<file path="config.mk">
export PLATFORM = sky130hd
export DESIGN_NAME = fpu_status_accum
export DESIGN_NICKNAME = d
export VERILOG_FILES = /design/src/rtl/fpu_status_accum.sv
export SDC_FILE = /design/constraint.sdc
export NUM_CORES = 1
export LEC_CHECK = 0
export CORE_ASPECT_RATIO = 0.6
export CORE_MARGIN = 3
export CORE_UTILIZATION = 53
export DETAILED_ROUTE_END_ITERATION = 8
export PLACE_DENSITY_LB_ADDON = 0.15
export SLEW_MARGIN = 30
export SYNTH_ARGS = -nofsm -noshare
export SYNTH_HDL_FRONTEND = slang
export SYNTH_SLANG_ARGS = --single-unit
</file>
<file path="constraint.sdc">
create_clock -name clock -period 4.05 [get_ports clock]
set_input_delay 0.405 -clock clock [delete_from_list [all_inputs] [get_ports clock]]
set_output_delay 0.405 -clock clock [all_outputs]
set_load 0.02 [all_outputs]
</file>
<file path="src/rtl/fpu_status_accum.sv">
// Sticky FPU exception-flag accumulator (fflags equivalent), with per-flag saturating event counters and a maskable trap request.
// Latency: 1 cycle. Every output is registered, so a result flag sampled at edge N is visible just after edge N.
// Backpressure: none. Every valid result channel is absorbed every cycle, and the block never stalls its producers.
//
// Ports:
//   clock, reset          single clock; synchronous active-high reset clears all state
//   resValid[NUM_CH]      per-channel result valid; flags of invalid channels are ignored
//   resFlags              channel c flags at [c*FLAG_W +: FLAG_W], bit order NV DZ OF UF NX (MSB..LSB)
//   clrReq                clear sticky flags and counters, then accumulate this cycle's flags
//   wrEn / wrData         software overwrite of the sticky flags (this cycle's flags still OR in)
//   trapMask              per-flag trap enable, applied to new events only
//   ackTrap               software acknowledge of an outstanding trap
//   stickyFlags           accumulated sticky flags
//   trapPending/trapCause trap request and the masked flags that raised it
//   eventCount            flag f counter at [f*CNT_W +: CNT_W]
module fpu_status_accum #(
  parameter int NUM_CH = 2,
  parameter int FLAG_W = 5,
  parameter int CNT_W  = 8
) (
  input  logic                       clock,
  input  logic                       reset,
  input  logic [NUM_CH-1:0]          resValid,
  input  logic [NUM_CH*FLAG_W-1:0]   resFlags,
  input  logic                       clrReq,
  input  logic                       wrEn,
  input  logic [FLAG_W-1:0]          wrData,
  input  logic [FLAG_W-1:0]          trapMask,
  input  logic                       ackTrap,
  output logic [FLAG_W-1:0]          stickyFlags,
  output logic                       trapPending,
  output logic [FLAG_W-1:0]          trapCause,
  output logic [FLAG_W*CNT_W-1:0]    eventCount
);

  // Per-flag increment can reach NUM_CH, so it needs enough bits for that value.
  localparam int INC_W = $clog2(NUM_CH + 1);
  // The adder is one bit wider than either operand so saturation is detected before any wrap.
  localparam int SUM_W = ((CNT_W > INC_W) ? CNT_W : INC_W) + 1;
  localparam logic [SUM_W-1:0] CNT_MAX = SUM_W'({CNT_W{1'b1}});

  typedef enum logic {
    IDLE    = 1'b0,
    PENDING = 1'b1
  } trap_state_t;

  // ---------------------------------------------------------------------------
  // Gather this cycle's flags from the valid channels.
  // ---------------------------------------------------------------------------
  logic [FLAG_W-1:0] new_flags;
  logic [INC_W-1:0]  inc     [FLAG_W];

  always_comb begin
    new_flags = '0;
    for (int f = 0; f < FLAG_W; f++) begin
      inc[f] = '0;
    end
    for (int c = 0; c < NUM_CH; c++) begin
      if (resValid[c]) begin
        new_flags = new_flags | resFlags[c*FLAG_W +: FLAG_W];
        for (int f = 0; f < FLAG_W; f++) begin
          inc[f] = inc[f] + INC_W'(resFlags[c*FLAG_W + f]);
        end
      end
    end
  end

  // ---------------------------------------------------------------------------
  // Sticky flags: a clear or a software write replaces the old value, but
  // flags arriving in the same cycle are always merged so no event is lost.
  // ---------------------------------------------------------------------------
  logic [FLAG_W-1:0] sticky_q, sticky_d;

  always_comb begin
    sticky_d = sticky_q | new_flags;
    if (clrReq) begin
      sticky_d = new_flags;
    end else if (wrEn) begin
      sticky_d = wrData | new_flags;
    end
  end

  always_ff @(posedge clock) begin
    if (reset) begin
      sticky_q <= '0;
    end else begin
      sticky_q <= sticky_d;
    end
  end

  // ---------------------------------------------------------------------------
  // Per-flag saturating event counters. A clear restarts the count from this
  // cycle's increment. A software write of the flags leaves the counts alone.
  // ---------------------------------------------------------------------------
  logic [CNT_W-1:0] cnt_q   [FLAG_W];
  logic [CNT_W-1:0] cnt_d   [FLAG_W];
  logic [SUM_W-1:0] cnt_sum [FLAG_W];

  always_comb begin
    for (int f = 0; f < FLAG_W; f++) begin
      cnt_sum[f] = (clrReq ? '0 : SUM_W'(cnt_q[f])) + SUM_W'(inc[f]);
      if (cnt_sum[f] > CNT_MAX) begin
        cnt_d[f] = '1;
      end else begin
        cnt_d[f] = cnt_sum[f][CNT_W-1:0];
      end
    end
  end

  always_ff @(posedge clock) begin
    if (reset) begin
      for (int f = 0; f < FLAG_W; f++) begin
        cnt_q[f] <= '0;
      end
    end else begin
      for (int f = 0; f < FLAG_W; f++) begin
        cnt_q[f] <= cnt_d[f];
      end
    end
  end

  // ---------------------------------------------------------------------------
  // Trap FSM. The cause is latched on entry and then frozen. Later trapping
  // flags only reach the sticky bits, unless they coincide with an acknowledge,
  // in which case they become the new trap. Clear and write never touch it.
  // The mask gates new events only, never sticky bits that are already set.
  // ---------------------------------------------------------------------------
  trap_state_t       state_q, state_d;
  logic [FLAG_W-1:0] cause_q, cause_d;
  logic [FLAG_W-1:0] trig;

  assign trig = new_flags & trapMask;

  always_comb begin
    state_d = state_q;
    cause_d = cause_q;
    case (state_q)
      IDLE: begin
        if (trig != '0) begin
          state_d = PENDING;
          cause_d = trig;
        end
      end
      PENDING: begin
        if (ackTrap) begin
          if (trig != '0) begin
            cause_d = trig;
          end else begin
            state_d = IDLE;
            cause_d = '0;
          end
        end
      end
      default: begin
        state_d = IDLE;
        cause_d = '0;
      end
    endcase
  end

  always_ff @(posedge clock) begin
    if (reset) begin
      state_q <= IDLE;
      cause_q <= '0;
    end else begin
      state_q <= state_d;
      cause_q <= cause_d;
    end
  end

  // ---------------------------------------------------------------------------
  // Outputs, all driven straight from registers.
  // ---------------------------------------------------------------------------
  assign stickyFlags = sticky_q;
  assign trapPending = (state_q == PENDING);
  assign trapCause   = cause_q;

  for (genvar g = 0; g < FLAG_W; g++) begin : g_cnt_out
    assign eventCount[g*CNT_W +: CNT_W] = cnt_q[g];
  end

endmodule

</file>
==> impl_metrics.py <==
metrics = {
    "outcome": {
        "status": "completed",
    },
    "cts": {
        "post_cts_buffers": 0,
        "cts_tree": "yes",
        "cts_max_level": 2,
        "cts-buffers-inserted": 5,
        "cts_root_buf": "clkbuf_8",
        "postCtsResizedCells": 0,
        "clk_pin_slew_worst_paths_ns": 0.09,
        "clock_latency_ns": 0.30,
        "cts-root-to-sink-buffers": 2,
        "hold_buffers": 0,
        "cts.sinks": 51,
    },
    "sta": {
        "fin_crit_ns": 3.04,
        "max_freq_mhz": 329,
        "worst_pin_slew_ns": 0.952,
        "rsz0062_at_grt": "false",
        "holdWs_ns": 0.517,
        "timing.final.ws_setup_ns": 1.01,
        "post-route-period-util_pct": 75.1,
        "drv_slew": 0,
        "slew-limit-headroom_pct": 36.5,
        "fin_setup_tns_ns": 0,
        "final_hold_viol_count": 0,
        "skew_ns": 0.00378,
        "setup_viol": 0,
    },
    "finish": {
        "seq_area_um2": 1020,
        "drive_gt1_share_pct": 6.68,
        "layout.nets": 470,
        "fin_area_um2": 3920,
        "multi_input_area_um2": 1840,
        "syn_to_final_growth_pct": 30.8,
        "diodes": 0,
        "num-fill-cells": 384,
    },
    "detailed_routing": {
        "postRouteAntennaNets": 0,
        "wirelength_um": 7250,
        "vias": 2665,
        "avgViaCountPerCell": 5.49,
        "drtIter0Drc": 154,
        "wl_per_cell_um": 14.9,
        "dr.pass1.iters": 4,
        "drcViolationCount": 0,
    },
    "die": {
        "die_w_um": 103,
        "start_util_pct": 57.1,
        "io_pins": 78,
        "die-area_um2": 6630,
        "num_rows": 20,
        "fp.dieH_um": 64.3,
        "core_area_um2": 5260,
    },
    "grt": {
        "globalRouteTotalUtil_pct": 23.3,
        "grt_max_degree": 51,
        "grt_remaining_overflow": 0,
        "grt_pass1_vias": 2582,
        "antenna_found_initial": 0,
        "grt_pass1_wl_um": 12100,
    },
    "setup_path": {
        "critPathKind": "input port to register",
        "required_ns": 4.21,
        "start_kind": "input port",
        "crit_path_end_kind": "register",
        "crit_fanout": 9,
        "crit_arrival_ns": 3.20,
    },
    "placement": {
        "portBuffers": 77,
        "pre_cts_slack_ns": 0.731,
        "place_area_um2": 3790,
        "gp_congestion": 0.811,
        "hpwlAfterDp_um": 5390,
    },
    "synthesis": {
        "synthCells": 347,
        "synth_flop_cell": "dfxtp_1",
        "seq_area_frac_synth_pct": 34.0,
        "synth_cell_types": 46,
        "synthesis.nets": 399,
        "synth-async-reset-ratio_pct": 0,
        "syn_area_per_cell_um2": 8.64,
        "synth-edff-count": 0,
        "netlist_area_um2": 3000,
        "synth-seq-cells": 51,
        "synth_warnings": 0,
    },
    "run": {
        "cap_violations": 0,
    },
    "worst_hold_path": {
        "hold_class": "register to register",
    },
    "pwr": {
        "power_density_nw_per_um2": 288,
        "finalPower_mw": 1.13,
        "p_leak_nw": 1.53,
        "vdd_drop_max_uv": 172,
    },
}
[layout make-up]
cell class              count  area share (%)
clock inverters             2            1.53
multi-input cells         261            46.8
flip-flops and latches     51            26.0
repair buffers             78            19.7
inverters                  21            2.01
clock buffers               6            1.85
well taps                  66            2.10
[report_power, final]
part | total (mW) | switching [mW] | leakage, nW | internal, mW
Clock | 0.419 | 0.172 | 0.0654 | 0.247
Combinational | 0.185 | 0.0974 | 1.05 | 0.0873
Sequential | 0.526 | 0.00914 | 0.414 | 0.517
Total | 1.13 | 0.279 | 1.53 | 0.851
[flip-flops by register name, summed over array words and instances, names as in the netlist]
register     flops
trapCause        5
cnt_q           40
stickyFlags      5
trapPending      1
[routing by layer]
| layer | global-route usage, % | share of wire [%] | vias to the layer above | routed length [um] |
|---|---|---|---|---|
| met1 | 32.5 | 48 | 1269 | 3500 |
| met5 | 0 | 0 | - | 0 |
| li1 | - | - | 1312 | - |
| met3 | 5.13 | 5.0 | 7 | 366 |
| met2 | 36.6 | 46 | 77 | 3320 |
| met4 | 5.49 | 0.91 | 0 | 66 |
[layout by cell type (no fill, tap or decap), types with 8 or more instances in the layout]
master / synthesis / layout
nor2b_1: 23 / 23
nand2b_1: 16 / 16
nand2_1: 23 / 23
a21oi_1: 37 / 37
xnor2_1: 16 / 16
inv_1: 21 / 21
nand3_1: 15 / 15
nor2_1: 28 / 28
dfxtp_1: 51 / 51
ha_1: 20 / 20
mux2i_1: 8 / 8
clkdlybuf4s50_1: 0 / 76
[path summary, 6_finish.rpt]
check | depth (start not counted) | slack (ns) | start | endpoint
worst max-delay path | 11 | 1.01 | resValid[0] | cnt_q[0][29]
worst min-delay path | 2 | 0.52 | trapCause[3] | trapCause[3]
worst max register to register | 7 | 2.10 | cnt_q[0][24] | cnt_q[0][29]
worst min register to register | 2 | 0.52 | trapCause[3] | trapCause[3]
[worst max-delay path, stage by stage]
cell and delay, ns:
clkdlybuf4s50_1 0.72, nand2_1 0.18, ha_1 0.31, nand2_1 0.06, o21ai_0 0.14, ha_1 0.29
fa_1 0.45, nor3b_2 0.20, nand4b_1 0.25, o21a_1 0.16, nor2_1 0.04
[kinds of logic after synthesis]
family	after synthesis	share of synthesized area, %
AO/OA/AOI/OAI	62	13.1
XOR/XNOR	20	5.84
adder cells (fa/ha/maj)	25	11.7
buffers and inverters	35	4.76
flip-flops	51	34.0
multiplexers	11	3.80
AND/OR/NAND/NOR	143	26.8
[per-stage QoR]
step           cells  util, %
6_report         485     74.7
5_1_grt          485     74.7
4_1_cts          485     74.7
3_5_place_dp     477     72.1
3_3_place_gp     477     72.1
2_1_floorplan    347        -
[Yosys cell counts (all sizes together) (5+ instances only)]
master / number / share of area (%)
dfxtp: 51 / 34
a21oi: 37 / 6.2
nor2: 28 / 3.5
nand2: 24 / 3.1
nor2b: 24 / 5.1
inv: 21 / 2.6
ha: 20 / 8.3
nand2b: 16 / 3.3
xnor2: 16 / 4.7
nand3: 15 / 2.5
clkbuf: 11 / 1.4
mux2i: 8 / 2.7
a211oi: 7 / 2.3
nand3b: 6 / 2.0
a31oi: 5 / 1.0
and2: 5 / 1.0
fa: 5 / 3.3
nand4: 5 / 1.0
nor3: 5 / 0.83
o21a: 5 / 1.3
or2: 5 / 1.0
Power figures use the tool's default switching activity.
